===== config.mk =====
export PLATFORM = sky130hd
export DESIGN_NAME = reflex_game_ctrl
export DESIGN_NICKNAME = d
export VERILOG_FILES = /design/src/rtl/reflex_pkg.sv /design/src/rtl/reflex_cue_lfsr.sv /design/src/rtl/reflex_game_ctrl.sv
export SDC_FILE = /design/constraint.sdc
export NUM_CORES = 1
export LEC_CHECK = 0
export BUFFER_PORTS_ARGS = -buffer_cell sky130_fd_sc_hd__buf_2
export CORE_AREA = 2 2 76 78
export CTS_BUF_LIST = sky130_fd_sc_hd__clkbuf_4 sky130_fd_sc_hd__clkbuf_8
export DETAILED_ROUTE_END_ITERATION = 6
export DIE_AREA = 0 0 78 80
export PLACE_DENSITY = 0.85
export SLEW_MARGIN = 20
export SYNTH_ARGS = -nofsm -noshare
export SYNTH_HDL_FRONTEND = slang
export SYNTH_SLANG_ARGS = --single-unit

===== constraint.sdc =====
create_clock -name clk -period 6 [get_ports clk]
set_input_delay 0.6 -clock clk [delete_from_list [all_inputs] [get_ports clk]]
set_output_delay 0.6 -clock clk [all_outputs]
set_load 0.01 [all_outputs]

===== src/rtl/reflex_pkg.sv =====
// Shared types and constants for the reflex game engine: FSM states, cue LFSR taps,
// response-window width and the per-level window helper.
package reflex_pkg;

  typedef enum logic [2:0] {
    ST_IDLE,
    ST_GAP,
    ST_CUE,
    ST_JUDGE,
    ST_LEVEL_UP,
    ST_WIN,
    ST_LOSE
  } state_t;

  localparam int unsigned LFSR_W    = 16;
  // Right-shifting Galois form of x^16 + x^14 + x^13 + x^11 + 1
  localparam logic [LFSR_W-1:0] LFSR_TAPS = 16'hB400;
  localparam int unsigned MS_W      = 13;

  // Window for 1-based level lvl: max(win0 - (lvl-1)*step, wmin)
  function automatic logic [MS_W-1:0] level_window(input int unsigned lvl,
                                                   input int unsigned win0,
                                                   input int unsigned step,
                                                   input int unsigned wmin);
    int unsigned dec;
    dec = (lvl - 32'd1) * step;
    if (win0 < wmin + dec) return MS_W'(wmin);
    return MS_W'(win0 - dec);
  endfunction

endpackage


===== src/rtl/reflex_cue_lfsr.sv =====
// 16-bit Galois LFSR that supplies cue codes; advances once per cue.
module reflex_cue_lfsr
  import reflex_pkg::*;
(
  input  logic              clk,
  input  logic              rst,
  input  logic              advance,
  input  logic [LFSR_W-1:0] seed,
  output logic [LFSR_W-1:0] lfsr_q
);

  always_ff @(posedge clk or posedge rst) begin
    if (rst) begin
      lfsr_q <= seed;
    end else if (advance) begin
      lfsr_q <= {1'b0, lfsr_q[LFSR_W-1:1]} ^ (lfsr_q[0] ? LFSR_TAPS : '0);
    end
  end

endmodule


===== src/rtl/reflex_game_ctrl.sv =====
// Ninja-Reflex game engine: cue sequencing, response judging, miss counting and
// level progression driven by a millisecond tick enable.
module reflex_game_ctrl
  import reflex_pkg::*;
#(
  parameter int unsigned       N_BTN          = 4,
  parameter int unsigned       N_LEVELS       = 3,
  parameter int unsigned       ACTS_PER_LEVEL = 15,
  parameter int unsigned       MAX_MISSES     = 3,
  parameter int unsigned       WIN0_MS        = 5000,
  parameter int unsigned       WIN_STEP_MS    = 1000,
  parameter int unsigned       WIN_MIN_MS     = 1000,
  parameter int unsigned       GAP_MS         = 500,
  parameter logic [LFSR_W-1:0] LFSR_SEED      = 16'hACE1
) (
  input  logic                              clk,
  input  logic                              rst,
  input  logic                              tick_ms,
  input  logic                              start,
  input  logic [N_BTN-1:0]                  btn_pulse,
  output logic [$clog2(N_BTN)-1:0]          cue,
  output logic                              cue_valid,
  output logic [$clog2(N_LEVELS+1)-1:0]     level,
  output logic [$clog2(ACTS_PER_LEVEL)-1:0] act_idx,
  output logic [$clog2(MAX_MISSES+1)-1:0]   misses,
  output logic                              hit_p,
  output logic                              miss_p,
  output logic [MS_W-1:0]                   ms_left,
  output logic                              win,
  output logic                              game_over
);

  localparam int unsigned CUE_W  = $clog2(N_BTN);
  localparam int unsigned LVL_W  = $clog2(N_LEVELS + 1);
  localparam int unsigned ACT_W  = $clog2(ACTS_PER_LEVEL);
  localparam int unsigned MISS_W = $clog2(MAX_MISSES + 1);
  localparam int unsigned GAP_W  = $clog2(GAP_MS + 1);

  state_t            state;
  logic [GAP_W-1:0]  gap_cnt;
  logic [MS_W-1:0]   window;
  logic [LFSR_W-1:0] lfsr_q;
  logic              lfsr_adv;
  logic              gap_done;
  logic [N_BTN-1:0]  cue_mask;
  logic              any_press;
  logic              press_ok;
  logic              timeout;

  reflex_cue_lfsr u_lfsr (
    .clk     (clk),
    .rst     (rst),
    .advance (lfsr_adv),
    .seed    (LFSR_SEED),
    .lfsr_q  (lfsr_q)
  );

  always_comb begin
    cue_mask      = '0;
    cue_mask[cue] = 1'b1;
  end

  assign gap_done  = (gap_cnt == GAP_W'(GAP_MS - 1));
  assign lfsr_adv  = (state == ST_GAP) && tick_ms && gap_done && !start;
  assign any_press = |btn_pulse;
  assign press_ok  = (btn_pulse == cue_mask);
  // Window expires on the tick that takes ms_left to zero
  assign timeout   = tick_ms && (ms_left == MS_W'(1));

  always_ff @(posedge clk or posedge rst) begin
    if (rst) begin
      state     <= ST_IDLE;
      gap_cnt   <= '0;
      window    <= '0;
      cue       <= '0;
      cue_valid <= 1'b0;
      level     <= '0;
      act_idx   <= '0;
      misses    <= '0;
      hit_p     <= 1'b0;
      miss_p    <= 1'b0;
      ms_left   <= '0;
      win       <= 1'b0;
      game_over <= 1'b0;
    end else begin
      hit_p  <= 1'b0;
      miss_p <= 1'b0;
      if (start) begin
        state     <= ST_GAP;
        gap_cnt   <= '0;
        window    <= MS_W'(WIN0_MS);
        cue_valid <= 1'b0;
        level     <= LVL_W'(1);
        act_idx   <= '0;
        misses    <= '0;
        ms_left   <= '0;
        win       <= 1'b0;
        game_over <= 1'b0;
      end else begin
        unique case (state)
          ST_IDLE, ST_WIN, ST_LOSE: ;
          ST_GAP: begin
            if (tick_ms) begin
              if (gap_done) begin
                gap_cnt   <= '0;
                cue       <= CUE_W'(32'(lfsr_q) % N_BTN);
                cue_valid <= 1'b1;
                ms_left   <= window;
                state     <= ST_CUE;
              end else begin
                gap_cnt <= gap_cnt + GAP_W'(1);
              end
            end
          end
          ST_CUE: begin
            if (tick_ms) ms_left <= ms_left - MS_W'(1);
            // A press in the expiring cycle takes precedence over the timeout
            if (any_press) begin
              hit_p     <= press_ok;
              miss_p    <= !press_ok;
              cue_valid <= 1'b0;
              state     <= ST_JUDGE;
            end else if (timeout) begin
              miss_p    <= 1'b1;
              cue_valid <= 1'b0;
              state     <= ST_JUDGE;
            end
          end
          ST_JUDGE: begin
            // miss_p still holds the registered outcome of the judged cue
            if (miss_p && (misses == MISS_W'(MAX_MISSES - 1))) begin
              misses    <= misses + MISS_W'(1);
              game_over <= 1'b1;
              state     <= ST_LOSE;
            end else begin
              if (miss_p) misses <= misses + MISS_W'(1);
              if (act_idx == ACT_W'(ACTS_PER_LEVEL - 1)) begin
                if (level == LVL_W'(N_LEVELS)) begin
                  win   <= 1'b1;
                  state <= ST_WIN;
                end else begin
                  state <= ST_LEVEL_UP;
                end
              end else begin
                act_idx <= act_idx + ACT_W'(1);
                state   <= ST_GAP;
              end
            end
          end
          ST_LEVEL_UP: begin
            level   <= level + LVL_W'(1);
            act_idx <= '0;
            window  <= level_window(32'(level) + 32'd1, WIN0_MS, WIN_STEP_MS, WIN_MIN_MS);
            state   <= ST_GAP;
          end
          default: state <= ST_IDLE;
        endcase
      end
    end
  end

endmodule

After elaboration in Yosys (flattened, before gate mapping) --
Cells that the tools add are included.
Storage, ports and cells: output and inout bits 28, word-level logic and storage cells 138, register bits after elaboration 69, bits of input ports 8
Cells by class: mux-type cells 59, add/sub/neg operators 9, reduce and logical (&&, ||, !) cells 30, bitwise operators 2, order comparisons 3, $mul 1, eq/ne operators 20
Operator list (count):
- two-way mux 13 bit | 8
- two-way mux 9 bit | 4
- adder 10 x 32 -> 32 bit (first input constant) | 1
- < comparator 13 x 32 -> 1 bit (first input constant) | 1
- multiplier 32 x 7 -> 29 bit (second input constant) | 1
- one-hot mux 13 bit (2 select lines) | 1
- two-way mux 1 bit | 25
- two-way mux 3 bit | 7
- AND reduction 4 bit | 5
- two-way mux 16 bit | 1
- XOR 15 x 16 -> 16 bit | 1
- inequality test 3 bit (second input constant) | 5
- one-hot mux 3 bit (5 select lines) | 1
- nonzero test 2 bit | 7
- == test 13 x 1 -> 1 bit (second input constant) | 1
- subtractor 13 x 1 -> 13 bit (second input constant) | 1
- subtractor 13 bit (first input constant) | 1
- two-way mux 2 bit | 6
- two-way mux 4 bit | 3
- adder 9 x 1 -> 9 bit (second input constant) | 1
- == test 3 bit (second input constant) | 3
- == test 9 bit (second input constant) | 1
- nonzero test 3 bit | 3
- one-hot mux 4 bit (2 select lines) | 1
- 23 further kinds | 35

Logic depth before layout (Yosys ltp) --
depth after elaboration 11, mapped depth 9, mapped depth without buffers 9

Worst setup path after synthesis --
Ideal clock, no wire load.
path kind reg2reg, start reg level[0], end reg window[4], path buffers 0, data arrival time 2.154 ns, required time 5.879 ns, clock period less this slack 2.275 ns, stages on the path, launching flop included 9, slack 3.725 ns, setup time 0.121 ns, cells stage by stage dfrtp_1 -> inv_1 -> ha_1 -> ha_1 -> nor2b_1 -> a2111oi_0 -> a31o_2 -> a211oi_1 -> a22o_1
On the way: word-level cells in the longest chain between the ends 11, elaborated cells between the ends (all ways) 12, classes of those cells add/sub (4); mul (1); order compare (1); mux (6)
RTL lines:
- from (decl) | line reflex_game_ctrl.sv:23 | output logic [$clog2(N_LEVELS+1)-1:0] level,
- from (signal assigned) | line reflex_game_ctrl.sv:151 | level <= level + LVL_W'(1);
- adder 2 x 1 -> 3 bit (*) | line reflex_game_ctrl.sv:153 | window <= level_window(32'(level) + 32'd1, WIN0_MS, WIN_STEP_MS, WIN_MIN_MS);
- subtractor 3 x 1 -> 4 bit (*) | line reflex_pkg.sv:26 | dec = (lvl - 32'd1) * step;
- multiplier 32 x 7 -> 29 bit (*) | line reflex_pkg.sv:26
- adder 10 x 32 -> 32 bit | line reflex_pkg.sv:27 | if (win0 < wmin + dec) return MS_W'(wmin);
- < comparator 13 x 32 -> 1 bit | line reflex_pkg.sv:27
- two-way mux 1 bit | line reflex_pkg.sv:27
- two-way mux 1 bit | line reflex_game_ctrl.sv:100 | unique case (state)
- two-way mux 1 bit | line reflex_game_ctrl.sv:88 | if (start) begin
- two-way mux 13 bit (*) | line reflex_pkg.sv:28 | return MS_W'(win0 - dec);
- two-way mux 13 bit (*) | line reflex_game_ctrl.sv:100
- two-way mux 13 bit (*) | line reflex_game_ctrl.sv:88
- to (signal assigned) | line reflex_game_ctrl.sv:91 | window <= MS_W'(WIN0_MS);
- to (signal assigned) | line reflex_game_ctrl.sv:153
- to (decl) | line reflex_game_ctrl.sv:41 | logic [MS_W-1:0] window;
Mark *: on every way between the ends. The rest lies on a longest branch, timed or not. The select of a mux whose other input is x is not followed. A chain may end at the register's enable or synchronous reset.

Final worst setup path --
Same ends and word-level chain as after synthesis.

==> metrics.md <==
| Metric | Value |
|---|---|
| Busiest layer in global routing | met2 |
| Max-slew headroom | 44.7% |
| Post-synth cell types | 68 |
| Worst Path Arrival | 2.78 ns |
| Complex-gate fraction of the synthesized area | 16.7% |
| Post-Syn Instances | 351 |
| FF+latch count, synth | 63 |
| Final net count | 401 |
| Post-synth ARST share | 100% |
| Worst VDD drop | 0.186 mV |
| Cts hold-fix bufs | 0 |
| Sequential share of the synthesized area | 46.1% |
| Final WL | 7050 um |
| Die height | 80 um |
| CTS sink cnt | 63 |
| Share of cells above drive strength 1 | 22.9% |
| Inserted Clock Buffers | 9 |
| Vias per inst | 6.04 |
| Core box area | 5410 sq um |
| Die W | 78 um |
| Setup_tns | 0 ns |
| Wire per inst | 15.5 um |
| Largest net degree at the start of global routing | 64 |
| Cell area after synthesis | 3440 sq um |
| First-pass GRT wire length | 12,000 um |
| Post-Synth Adder-Cell Area | 5.09% |
| Initial drt markers | 267 |
| Main synth FF type | dfrtp_1 |
| CTS max path bufs | 2 |
| Setup crit end kind | register |
| Pre-antenna DRT Iters | 5 |
| TritonCTS clock tree | done |
| Setup WS post-layout | 3.44 ns |
| Syn_area_per_cell | 9.80 sq um |
| Max-slew violations | 0 |
| Worst Hold Class | input port to async pin |
| M1 GR Usage | 34.5% |
| # IOs | 36 |
| # port buffers | 35 |
| Hold WS | 0.472 ns |
| DRT antenna net count | 0 |
| Number of cells after detailed placement | 440 |
| # setup viols final | 0 |
| Mux share of post-synthesis cell area | 5.78% |
| Routability cong. | 0.855 |
| Initial Util | 63.6% |
| Postcts setup bufs | 0 |
| Final worst-path cycle share | 42.6% |
| Hpwl dp | 4820 um |
| Total GRT Usage | 24.6% |
| Syn Nets | 373 |
| Leakage power | 1.73 nW |
| Int Power | 0.000693 W |
| Clock root buffer | clkbuf_8 |
| Area Growth Syn to Fin | 10.9% |
| Worst slew pin tran | 0.827 ns |
| Reg2reg start | level[0] |
| WS Path Type | register to register |
| Reg clk slew, reported paths | 0.07 ns |
| Clock power share | 35.7% |
| Non-filler instance count after layout | 456 |
| Pre-CTS WS | 3.53 ns |
| Max Cap Viol | 0 |
| DRC | 0 |
| EDFF count, synth | 0 |
| H-tree depth | 3 |
| PD cells | 257 nW/um^2 |
| Max Freq | 391 MHz |
| Largest fanout on the critical path | 9 |
| Grt ovf | 0 |
| Sw frac | 29.3% |
| Status | complete, no violations |
| Post-Synth Simple-Gate Area | 19.0% |
| DIE AREA | 6240 sq um |
| Setup Skew | 0.00936 ns |
| Post_cts resized | 0 |
| FF-to-FF setup slack | 3.44 ns |
| Sequential power share | 47.9% |
| GR met3 Demand/Resource | 5.66% |
| WP data required | 6.23 ns |
| R2r endpoint | window[4] |
| Largest family of logic cells by synthesized area | simple AND/OR/NAND/NOR gates |
| Core Rows | 27 |
| Number of diodes | 0 |
| Vias in the first global route | 2,528 |
| Endpoints failing hold | 0 |
| Xor and xnor area share after synthesis | 3.06% |
| Register-to-Register Path Depth | 8 |
| Worst skew pair latency | 0.34 ns |
| Yosys warns | 0 |
| Initial antenna violation count | 0 |
| Setup crit start kind | register |
| RSZ-0062 raised after global routing | no |
| Comb power frac | 16.3% |
| Final Critical Period | 2.56 ns |
| Fin util | 70.6% |
| Met2 Use GR | 37.6% |
| NetSw | 0.000288 W |
| Vias after detailed routing | 2,752 |
-- power by group through the flow --
| stage | Combinational (W) | Sequential [W] | Clock (W) |
|---|---|---|---|
| final | 0.000160 | 0.000470 | 0.000350 |
| after detailed placement | 0.000159 | 0.000478 | 0 |
| after floorplan | 0.000140 | 0.000464 | 0 |
| after global routing | 0.000180 | 0.000475 | 0.000374 |
| after CTS | 0.000160 | 0.000470 | 0.000357 |
| after global placement | 0.000158 | 0.000476 | 0 |
-- metal layers --
metal | vias up | wire length (um) | share of wire (%)
met5 | - | 0 | 0
met4 | 0 | 120 | 1.7
met3 | 12 | 496 | 7.0
met2 | 110 | 3340 | 47
met1 | 1310 | 3100 | 44
li1 | 1320 | - | -
-- state kept, by name, indices dropped and copies added, names as in the netlist --
signal         count
u_lfsr.lfsr_q     16
ms_left           13
gap_cnt            9
window             8
act_idx            4
state              3
cue                2
misses             2
cue_valid          1
game_over          1
hit_p              1
level              1
miss_p             1
win                1
-- cells by family (layout without fill, tap and decap cells) --
kind of cell | count (synthesis) | after routing
simple gates | 123 | 123
flops | 63 | 63
compound gates | 86 | 86
xor+xnor | 12 | 12
fa+ha+maj | 14 | 14
buf+inv | 35 | 68
mux | 18 | 18
-- cells in the final DEF, fill, tap and decap left out, drive strengths merged, types with 6 or more instances in the layout --
cell,instances
o21ai,21
mux2,15
clkbuf,9
a21oi,24
nand2,33
clkinv,6
xnor2,10
nor3,8
nand3,7
dfstp,8
dfrtp,55
ha,14
nor2,36
buf,36
inv,16
or3,9
-- worst max path at each step --
stage	from	to	slack, ns	cells past startpoint
floorplan	level[0]	window[4]	3.72	8
global placement	level[0]	window[4]	3.58	8
detailed placement	level[0]	window[4]	3.53	8
CTS	level[0]	window[4]	3.48	8
global route	state[0]	ms_left[2]	3.18	5
finish	level[0]	window[4]	3.44	8
-- area by class of cell --
type                    instances  area, sq um
fillers                       399         1590
flip-flops and latches         63         1590
clock buffers                   9          124
multi-input cells             253         1710
clock inverters                 7         63.8
well taps                      72         90.1
inverters                      16         60.1
repair buffers                 36          183
-- synth_stat cells (2+ instances only) --
cell	n	area share, %
a211o_1	2	0.51
or3_1	8	1.5
nor4_1	2	0.36
o2111ai_1	2	0.51
a22oi_1	2	0.44
o41ai_1	3	0.76
nand2b_1	4	0.73
nand3_1	7	1.0
a31oi_1	2	0.36
nand3b_1	2	0.44
o31ai_1	4	0.87
nand4_1	2	0.36
xor2_1	2	0.51
nor3_1	8	1.2
a311oi_1	2	0.51
nand2_1	33	3.6
ha_1	14	5.1
clkbuf_1	9	0.98
o211ai_1	2	0.44
dfstp_2	8	6.1
a21oi_1	24	3.5
nand4b_1	2	0.51
o21ai_0	19	2.8
xnor2_1	10	2.5
a211oi_1	2	0.44
o32ai_1	2	0.51
a2bb2oi_1	2	0.51
nor3b_1	2	0.44
and2_1	2	0.36
and4bb_2	2	0.73
nor2_1	36	3.9
mux2_2	15	4.9
buf_2	8	1.2
mux2i_1	3	0.87
dfrtp_1	55	40
o31a_1	2	0.51
inv_1	16	1.7
-- worst max-delay path, stage by stage, from the launching register on --
cell	delay [ns]
dfrtp_1	0.52
inv_1	0.14
ha_1	0.29
ha_1	0.33
nor2b_1	0.06
a2111oi_0	0.53
a31o_2	0.21
a211oi_1	0.09
a22o_1	0.28
-- metrics by stage --
step	cell area, sq um	total power (W)
6_report	3810	0.000981
3_3_place_gp	3630	0.000633
5_1_grt	3810	0.00103
4_1_cts	3810	0.000987
3_5_place_dp	3630	0.000637
2_1_floorplan	3440	0.000604
Note: power is estimated with default switching activity, not from simulation.
